$ cat src/rtl/lut_fn_pkg.sv
// lut_fn_pkg
//   Shared types and sizing helpers for the LUT function unit.
//   - ld_state_t : table loader states
//   - tbl_w()    : truth-table depth in bits for an N_IN-input function
//   - cnt_w()    : width of a counter that can hold tbl_w()
//   - STAT_W     : width of the per-channel ones counters
package lut_fn_pkg;

  typedef enum logic [1:0] {
    IDLE   = 2'd0,
    LOAD   = 2'd1,
    COMMIT = 2'd2
  } ld_state_t;

  localparam int STAT_W = 16;

  function automatic int tbl_w(input int n_in);
    return 1 << n_in;
  endfunction

  function automatic int cnt_w(input int n_in);
    return n_in + 1;
  endfunction

endpackage

$ cat src/rtl/lut_fn_loader.sv
// lut_fn_loader
//   Serial truth-table loader. A table is shifted in MSB first into a shadow
//   register; once TBL_W bits have arrived, a one-cycle commit strobe tells
//   the owner of the tables to copy the shadow into channel commit_ch.
// Ports
//   clk, rst_n      clock, asynchronous active-low reset
//   cfg_start       begin a load (honoured in IDLE only, cfg_ch < N_CH)
//   cfg_ch          target channel, sampled with cfg_start
//   cfg_bit_valid   cfg_bit carries a table bit (honoured in LOAD only)
//   cfg_bit         serial table bit
//   cfg_busy        loader is in LOAD or COMMIT
//   commit          high for the single COMMIT cycle
//   commit_ch       channel being loaded
//   shadow          assembled table, valid while commit is high
module lut_fn_loader
  import lut_fn_pkg::*;
#(
  parameter int N_IN = 3,
  parameter int N_CH = 2,
  parameter int CH_W = 1,
  localparam int TBL_W = tbl_w(N_IN),
  localparam int CNT_W = cnt_w(N_IN)
) (
  input  logic             clk,
  input  logic             rst_n,
  input  logic             cfg_start,
  input  logic [CH_W-1:0]  cfg_ch,
  input  logic             cfg_bit_valid,
  input  logic             cfg_bit,
  output logic             cfg_busy,
  output logic             commit,
  output logic [CH_W-1:0]  commit_ch,
  output logic [TBL_W-1:0] shadow
);

  ld_state_t        state;
  logic [CNT_W-1:0] bit_cnt;

  always_ff @(posedge clk or negedge rst_n) begin
    if (!rst_n) begin
      state     <= IDLE;
      bit_cnt   <= '0;
      shadow    <= '0;
      commit_ch <= '0;
      commit    <= 1'b0;
      cfg_busy  <= 1'b0;
    end else begin
      commit <= 1'b0;
      unique case (state)
        IDLE: begin
          // Out-of-range channels never leave IDLE, so no table is touched.
          if (cfg_start && (int'(cfg_ch) < N_CH)) begin
            state     <= LOAD;
            commit_ch <= cfg_ch;
            bit_cnt   <= '0;
            cfg_busy  <= 1'b1;
          end
        end
        LOAD: begin
          if (cfg_bit_valid) begin
            shadow  <= {shadow[TBL_W-2:0], cfg_bit};
            bit_cnt <= bit_cnt + 1'b1;
            if (bit_cnt == CNT_W'(TBL_W - 1)) begin
              state  <= COMMIT;
              commit <= 1'b1;
            end
          end
        end
        COMMIT: begin
          state    <= IDLE;
          cfg_busy <= 1'b0;
        end
        default: begin
          state    <= IDLE;
          cfg_busy <= 1'b0;
        end
      endcase
    end
  end

endmodule

$ cat src/rtl/lut_function_unit.sv
// lut_function_unit
//   Multi-channel programmable Boolean function unit. Channel c looks up
//   in_vec[c*N_IN +: N_IN] in its own TBL_W-bit truth table; results are
//   held in a valid/ready output register (latency 1). Tables are reloaded
//   serially through lut_fn_loader without stalling evaluation.
//   Optional feature macro: LUT_STATS_EN (per-channel saturating ones
//   counters read through stat_ch/stat_count; tied to zero when undefined).
// Ports
//   clk, rst_n                 clock, asynchronous active-low reset
//   in_valid/in_ready/in_vec   input vector handshake
//   out_valid/out_ready/out_y  result handshake, out_y[c] = table_c[in_vec_c]
//   cfg_start/cfg_ch           start a table load for channel cfg_ch
//   cfg_bit_valid/cfg_bit      serial table bits, MSB first
//   cfg_busy                   loader not idle
//   stat_ch/stat_count         ones-counter readout
module lut_function_unit
  import lut_fn_pkg::*;
#(
  parameter int N_IN = 3,
  parameter int N_CH = 2,
  parameter logic [N_CH*(2**N_IN)-1:0] INIT = {N_CH{8'h31}},
  localparam int TBL_W = tbl_w(N_IN),
  localparam int CH_W  = (N_CH > 1) ? $clog2(N_CH) : 1
) (
  input  logic                 clk,
  input  logic                 rst_n,
  input  logic                 in_valid,
  output logic                 in_ready,
  input  logic [N_CH*N_IN-1:0] in_vec,
  output logic                 out_valid,
  input  logic                 out_ready,
  output logic [N_CH-1:0]      out_y,
  input  logic                 cfg_start,
  input  logic [CH_W-1:0]      cfg_ch,
  input  logic                 cfg_bit_valid,
  input  logic                 cfg_bit,
  output logic                 cfg_busy,
  input  logic [CH_W-1:0]      stat_ch,
  output logic [STAT_W-1:0]    stat_count
);

  logic [N_CH*TBL_W-1:0] tbl;
  logic                  commit;
  logic [CH_W-1:0]       commit_ch;
  logic [TBL_W-1:0]      shadow;
  logic                  accept;
  logic [N_CH-1:0]       y_eval;

  lut_fn_loader #(
    .N_IN (N_IN),
    .N_CH (N_CH),
    .CH_W (CH_W)
  ) u_loader (
    .clk           (clk),
    .rst_n         (rst_n),
    .cfg_start     (cfg_start),
    .cfg_ch        (cfg_ch),
    .cfg_bit_valid (cfg_bit_valid),
    .cfg_bit       (cfg_bit),
    .cfg_busy      (cfg_busy),
    .commit        (commit),
    .commit_ch     (commit_ch),
    .shadow        (shadow)
  );

  assign in_ready = !out_valid || out_ready;
  assign accept   = in_valid && in_ready;

  always_comb begin
    y_eval = '0;
    for (int c = 0; c < N_CH; c++)
      y_eval[c] = tbl[c*TBL_W + int'(in_vec[c*N_IN +: N_IN])];
  end

  // Table store: the whole channel table is replaced in the commit cycle,
  // so an accept in that same cycle still sees the previous contents.
  always_ff @(posedge clk or negedge rst_n) begin
    if (!rst_n)
      tbl <= INIT;
    else if (commit)
      tbl[int'(commit_ch)*TBL_W +: TBL_W] <= shadow;
  end

  // ---- output register stage ----
  always_ff @(posedge clk or negedge rst_n) begin
    if (!rst_n) begin
      out_valid <= 1'b0;
      out_y     <= '0;
    end else if (accept) begin
      out_valid <= 1'b1;
      out_y     <= y_eval;
    end else if (out_ready) begin
      out_valid <= 1'b0;
    end
  end

`ifdef LUT_STATS_EN
  logic [STAT_W-1:0] stat_cnt [N_CH];

  always_ff @(posedge clk or negedge rst_n) begin
    if (!rst_n) begin
      for (int c = 0; c < N_CH; c++)
        stat_cnt[c] <= '0;
    end else if (accept) begin
      for (int c = 0; c < N_CH; c++)
        if (y_eval[c] && (stat_cnt[c] != '1))
          stat_cnt[c] <= stat_cnt[c] + 1'b1;
    end
  end

  assign stat_count = (int'(stat_ch) < N_CH) ? stat_cnt[stat_ch] : '0;
`else
  logic unused_stat_ch;
  assign unused_stat_ch = ^stat_ch;
  assign stat_count     = '0;
`endif

endmodule
$ cat config.mk
export PLATFORM = sky130hd
export DESIGN_NAME = lut_function_unit
export DESIGN_NICKNAME = d
export VERILOG_FILES = /design/src/rtl/lut_fn_pkg.sv /design/src/rtl/lut_fn_loader.sv /design/src/rtl/lut_function_unit.sv
export SDC_FILE = /design/constraint.sdc
export NUM_CORES = 1
export LEC_CHECK = 0
export BUFFER_PORTS_ARGS = -buffer_cell sky130_fd_sc_hd__buf_4
export CORE_MARGIN = 4
export CORE_UTILIZATION = 48
export DETAILED_ROUTE_END_ITERATION = 6
export PLACE_DENSITY = 0.74
export SYNTH_ARGS = -nofsm -noshare
export SYNTH_HDL_FRONTEND = slang
export SYNTH_SLANG_ARGS = --single-unit
export TNS_END_PERCENT = 30
$ cat constraint.sdc
create_clock -name clk -period 1.3 [get_ports clk]
set_clock_uncertainty 0.1 [all_clocks]
set_input_delay 0.13 -clock clk [delete_from_list [all_inputs] [get_ports clk]]
set_output_delay 0.13 -clock clk [all_outputs]
set_load 0.005 [all_outputs]
* Word level (Yosys, flattened, before mapping)
Cells that the tools add are included.
** Operators by class
- $add $sub $neg :: 3
- $lt $le $gt $ge :: 2
- Equal/unequal tests :: 5
- Shifts and indexed selects :: 2
- Muxes and demuxes :: 20
- Bitwise gates (word level) :: 1
- Reductions and logical operators :: 11
** Operators by type and width (count)
- 4-bit negation with 33-bit output :: 1
- 8-bit by 33-bit variable shift with 16-bit output, first input constant :: 1
- 8-bit by 33-bit variable part select with 16-bit output :: 1
- 16-bit bitwise mux :: 1
- 1-bit 2-to-1 mux :: 9
- 4-bit 2-to-1 mux :: 2
- 4-bit one-hot mux with 2 select lines :: 1
- 2-bit 2-to-1 mux :: 3
- 2-bit AND reduction :: 3
- 3-bit AND reduction :: 2
- 4-bit by 3-bit adder with 5-bit output, first input constant :: 1
- 3-bit by 5-bit < comparator with 1-bit output, second input constant :: 1
- 5-bit < comparator, second input constant :: 1
- 4-bit by 1-bit adder with 4-bit output, second input constant :: 1
- 1-bit binary-select mux with 4-bit select :: 1
- 4-bit by 3-bit == test with 1-bit output, second input constant :: 1
- 2-bit inequality test, second input constant :: 2
- 2-bit one-hot mux with 2 select lines :: 1
- 2-bit nonzero test :: 2
- 1-bit binary-select mux with 3-bit select :: 1
- 2-bit by 1-bit == test with 1-bit output, second input constant :: 1
- 2-bit logical NOT :: 1
- 2-bit by 1-bit inequality test with 1-bit output, second input constant :: 1
- 1-bit one-hot mux with 2 select lines :: 1
- 4 further kinds :: 4
** Storage, ports and cells
- Flip-flop bits (word level) :: 36
- Input port bits :: 15
- Output and inout bits :: 21
- Word-level logic and storage cells :: 53

* Logic depth before layout (Yosys ltp)
- Depth in word-level cells :: 4
- Mapped depth :: 5

* By module
From an unflattened synthesis, not the netlist that was laid out.
** Unflattened totals
- Cells, all modules :: 128
- Area, all modules :: 1719.1 µm²
** By module, submodules not included
- lut_function_unit :: times used 1, cells each 74, area each 993.5 µm², sequential area each 483.0 µm²
- lut_fn_loader :: times used 1, cells each 54, area each 725.7 µm², sequential area each 425.4 µm²

* Worst setup path before layout
No wires, ideal clock.
- Path kind :: register -> register
- Start point :: register u_loader.state[0]
- End point :: register u_loader.shadow[0]
- Setup time :: 125 ps
- Data arrival time :: 1136 ps
- Data required time :: 1075 ps
- Setup slack :: -61 ps
- Stages on the path, launching flop included :: 5
- Path buffers :: 2
- Period minus slack after synthesis :: 1361 ps
- Cell sequence :: dfrtp_1 buf_2 nand3b_1 buf_2 mux2_2
** On the way
- Cells in the longest elaborated chain, start to end :: 2
** Ends and longest elaborated chain
- start, declared :: line lut_fn_loader.sv:36 : ld_state_t state;
- start signal, assigned :: line lut_fn_loader.sv:41 : state <= IDLE;
- start signal, assigned :: line lut_fn_loader.sv:53 : state <= LOAD;
- start signal, assigned :: line lut_fn_loader.sv:64 : state <= COMMIT;
- 2-bit by 1-bit == test with 1-bit output :: line lut_fn_loader.sv:49 : unique case (state)
- 2-bit AND reduction (no source line)
- end signal, assigned :: line lut_fn_loader.sv:61 : shadow <= {shadow[TBL_W-2:0], cfg_bit};
- end, declared :: line lut_fn_loader.sv:33 : output logic [TBL_W-1:0] shadow
No other way between the ends.
A chain may end at the register's enable or synchronous reset.

* Worst setup path in the final report
- Start point :: register tbl[4]
- End point :: register out_y[0]
** On the way
- Cells in the longest elaborated chain, start to end :: 2
** Ends and longest elaborated chain
- start, declared :: line lut_function_unit.sv:42 : logic [N_CH*TBL_W-1:0] tbl;
- start signal, assigned by index :: line lut_function_unit.sv:81 : tbl[int'(commit_ch)*TBL_W +: TBL_W] <= shadow;
- 1-bit binary-select mux with 3-bit select :: line lut_function_unit.sv:72 : y_eval[c] = tbl[c*TBL_W + int'(in_vec[c*N_IN +: N_IN])];
- 1-bit 2-to-1 mux (implied by the code) :: line lut_function_unit.sv:72
- end signal, assigned :: line lut_function_unit.sv:91 : out_y <= y_eval;
- end, declared :: line lut_function_unit.sv:32 : output logic [N_CH-1:0] out_y,
No other way between the ends. The select of a mux whose other input is x is not followed.

==> results.yml <==
clock_tree:
  cts.sinks: 36
  htree_levels: 2
  clk_latency_ns: 0.33
  clk_pin_slew_ns: 0.10
  cts-root-buf: "clkbuf_4"
  cts_max_path_buffers: 2
  cts_tree: "done"
  cts_buffers: 5
drt:
  totalWireLength_mm: 2.69
  vias_per_cell: 4.89
  firstDrtPassIters: 4
  wire_per_inst_um: 13.2
  drtIter0Drc: 23
  postRouteAntennaNets: 0
  vias: 997
  drc: 0
die:
  coreArea_mm2: 0.00336
  ios: 36
  die_w_um: 67.5
  die_area_mm2: 0.00455
  dieHeight_um: 67.5
  start_util_pct: 50.4
  rows: 21
worst_hold_path:
  hold_start: "out_ready"
  holdPathEnd: "out_valid$_DFFE_PN0P_"
  hp-class: "input pin to flip-flop"
  hold_depth: 3
logic_synthesis:
  yosysUniqueCellTypes: 28
  synth_area_leaders: "dfrtp_1 44%, mux2_2 16%, dfstp_2 9.3%"
  yosysWarnings: 0
  syn_inst: 128
  yosys_register_bits: 36
  synth_top_family_by_area: "multiplexers"
  synth_area_leader_cell: "dfrtp_1"
  yosys.area_share.xor_xnor_pct: 0.516
  syn_avg_cell_area_um2: 13.3
  async_flop_share_pct: 100
  syn_area_mm2: 0.00170
  synth_most_common_cell: "dfrtp_1"
  synth_enable_flop_cells: 0
  synth_top_area_share_pct: 44.2
  synthTopCellsByCount: "30 x dfrtp_1, 24 x mux2_2, 16 x buf_4, 11 x mux2i_1, 6 x dfstp_2"
  synth.yosys.seq_area_share_pct: 53.5
  synth_adder_area_share_pct: 0.737
  synth_mux_area_share_pct: 25.7
  synth-compound-area-share_pct: 3.10
  synth_simple_gate_area_share_pct: 5.75
  synthFlopType: "dfrtp_1"
run_status:
  failed_checks: "negative setup slack"
  status: "finished with violations"
critical_path:
  critPathKind: "flip-flop to flip-flop"
  rrSetupSlack_ns: -0.05
  worst_setup_path_start_kind: "flip-flop"
  r2r-start: "tbl[4]$_DFFE_PN1P_"
  worstSetupEndpointType: "flip-flop"
  r2r.worst_path.cells: 3
  required_ns: 1.46
  cp-startpoint: "tbl[4]$_DFFE_PN1P_"
  r2r_end: "out_y[0]$_DFFE_PN0P_"
  arrival_ns: 1.51
  cp_max_fo: 2
power:
  power_switching_share_pct: 30.3
  clockPowerShare_pct: 15.3
  pwr-share-comb_pct: 30.2
  power.internal_uw: 2560
  leakage_uw: 0.000936
  power_density_mw_per_mm2: 1880
  power.switching_uw: 1110
  p_seq_share_pct: 54.6
  vdd_drop_max_mv: 0.849
place:
  pre_cts_slack_ns: -0.0458
  place_congestion: 0.830
  port_buffers: 18
  dp_hpwl_mm: 1.98
  placed_area_mm2: 0.00180
sta:
  hold_viol: 0
  drv_slew: 0
  setup_viol: 7
  finalCritPeriodShare_pct: 104
  fin_ws_ns: -0.0499
  period_needed_ns: 1.35
  rsz0062_at_grt: "yes"
  fmax_mhz: 741
finish:
  nFillCells: 288
  fin_area_mm2: 0.00195
  drive_gt1_share_pct: 41.8
  diodes: 0
  syn_to_final_growth_pct: 14.9
  nNetsFinal: 173
global_route:
  grt_max_degree: 37
  grt_pass1_wl_mm: 4.56
  overflow: 0
  grt_use_total_pct: 13.9
  antenna_found_initial: 0
  grt_pass1_vias: 1043
job:
  cap_violations: 0
flip-flops by register name, summed over array words and instances (netlist names):
| signal | flops |
|---|---|
| u_loader.commit | 1 |
| u_loader.shadow | 8 |
| u_loader.state | 2 |
| u_loader.commit_ch | 1 |
| out_y | 2 |
| u_loader.cfg_busy | 1 |
| out_valid | 1 |
| tbl | 16 |
| u_loader.bit_cnt | 4 |
logic make-up after synthesis:
family	after synthesis
muxes	38
DFF	36
buffers and inverters	26
and+or+nand+nor	17
AOI/OAI and AO/OA	8
adders and majority gates	1
other	1
xor gates and xnor gates	1
layout by cell type (no fill, tap or decap), types with 3 or more instances in the layout:
| cell type | instances |
|---|---|
| buf_4 | 21 |
| clkbuf_4 | 5 |
| conb_1 | 16 |
| dfrtp_1 | 30 |
| dfstp_2 | 6 |
| dlygate4sd3_1 | 6 |
| inv_1 | 5 |
| mux2_2 | 24 |
| mux2i_1 | 11 |
| nand2b_1 | 3 |
| nor2_1 | 3 |
final cells by class:
| class | count | area (um2) | area share (%) |
|---|---|---|---|
| inverter | 5 | 18.8 | 0.963 |
| multi-input combinational | 81 | 686 | 35.2 |
| clock inverter | 1 | 5.00 | 0.257 |
| tap | 46 | 57.6 | 2.95 |
| clock buffer | 7 | 45.0 | 2.31 |
| timing repair buffer | 28 | 229 | 11.7 |
| sequential | 36 | 908 | 46.6 |
per-layer routing:
metal,vias to the layer above,share of wire (%),GRT usage (%)
met4,0,0.30,6.84
li1,473,-,-
met3,2,7.0,4.33
met5,-,0,0
met1,488,40,14.3
met2,34,53,25.4
metrics by stage:
| stage | TNS [ns] | hold slack [ns] | cells | util (%) | power, uW |
|---|---|---|---|---|---|
| after floorplan | 0 | -0.266 | 143 | - | 2780 |
| after global placement | -0.0225 | 0.00224 | 188 | 53.6 | 3020 |
| after detailed placement | -0.388 | 0.0127 | 188 | 53.6 | 3090 |
| after CTS | -0.123 | 0.00414 | 203 | 57.2 | 3680 |
| after global routing | -0.669 | 0.00851 | 204 | 58.0 | 3970 |
| final | -0.140 | 0.0113 | 204 | 58.0 | 3670 |
power by group through the flow:
stage / registers, uW / clock network, uW / logic [uW]
after global placement: 2010 / 0 / 1010
final: 2000 / 561 / 1110
after global routing: 2070 / 652 / 1250
after CTS: 2010 / 594 / 1080
after detailed placement: 2040 / 0 / 1060
after floorplan: 1910 / 0 / 873
worst max-delay path by stage:
stage                     cells after the start                        endpoint  slack (ns)
final                                         3            out_y[0]$_DFFE_PN0P_       -0.05
after global routing                          3            out_y[0]$_DFFE_PN0P_       -0.13
after CTS                                     3            out_y[0]$_DFFE_PN0P_       -0.07
after detailed placement                      3  u_loader.shadow[3]$_DFFE_PN0P_       -0.05
after global placement                        3            out_y[1]$_DFFE_PN0P_       -0.01
after floorplan                               4  u_loader.shadow[0]$_DFFE_PN0P_        0.01
repair_timing:
item | 4_1_cts | 5_1_grt
buffers inserted | 1 | 0
resized for setup | 1 | 7
hold buffers | 6 | 0
pin swaps | 0 | 4
endpoints found under the hold margin | 41 | 0
gates cloned | 0 | 1
endpoints found under the setup margin | 16 | 17
critical path, cell delays in order, from the launching register on:
cell     delay (ns)
dfstp_2        0.54
mux2i_1        0.05
mux4_2         0.44
mux2i_1        0.14
No activity file was read; power rests on OpenSTA's default activity.
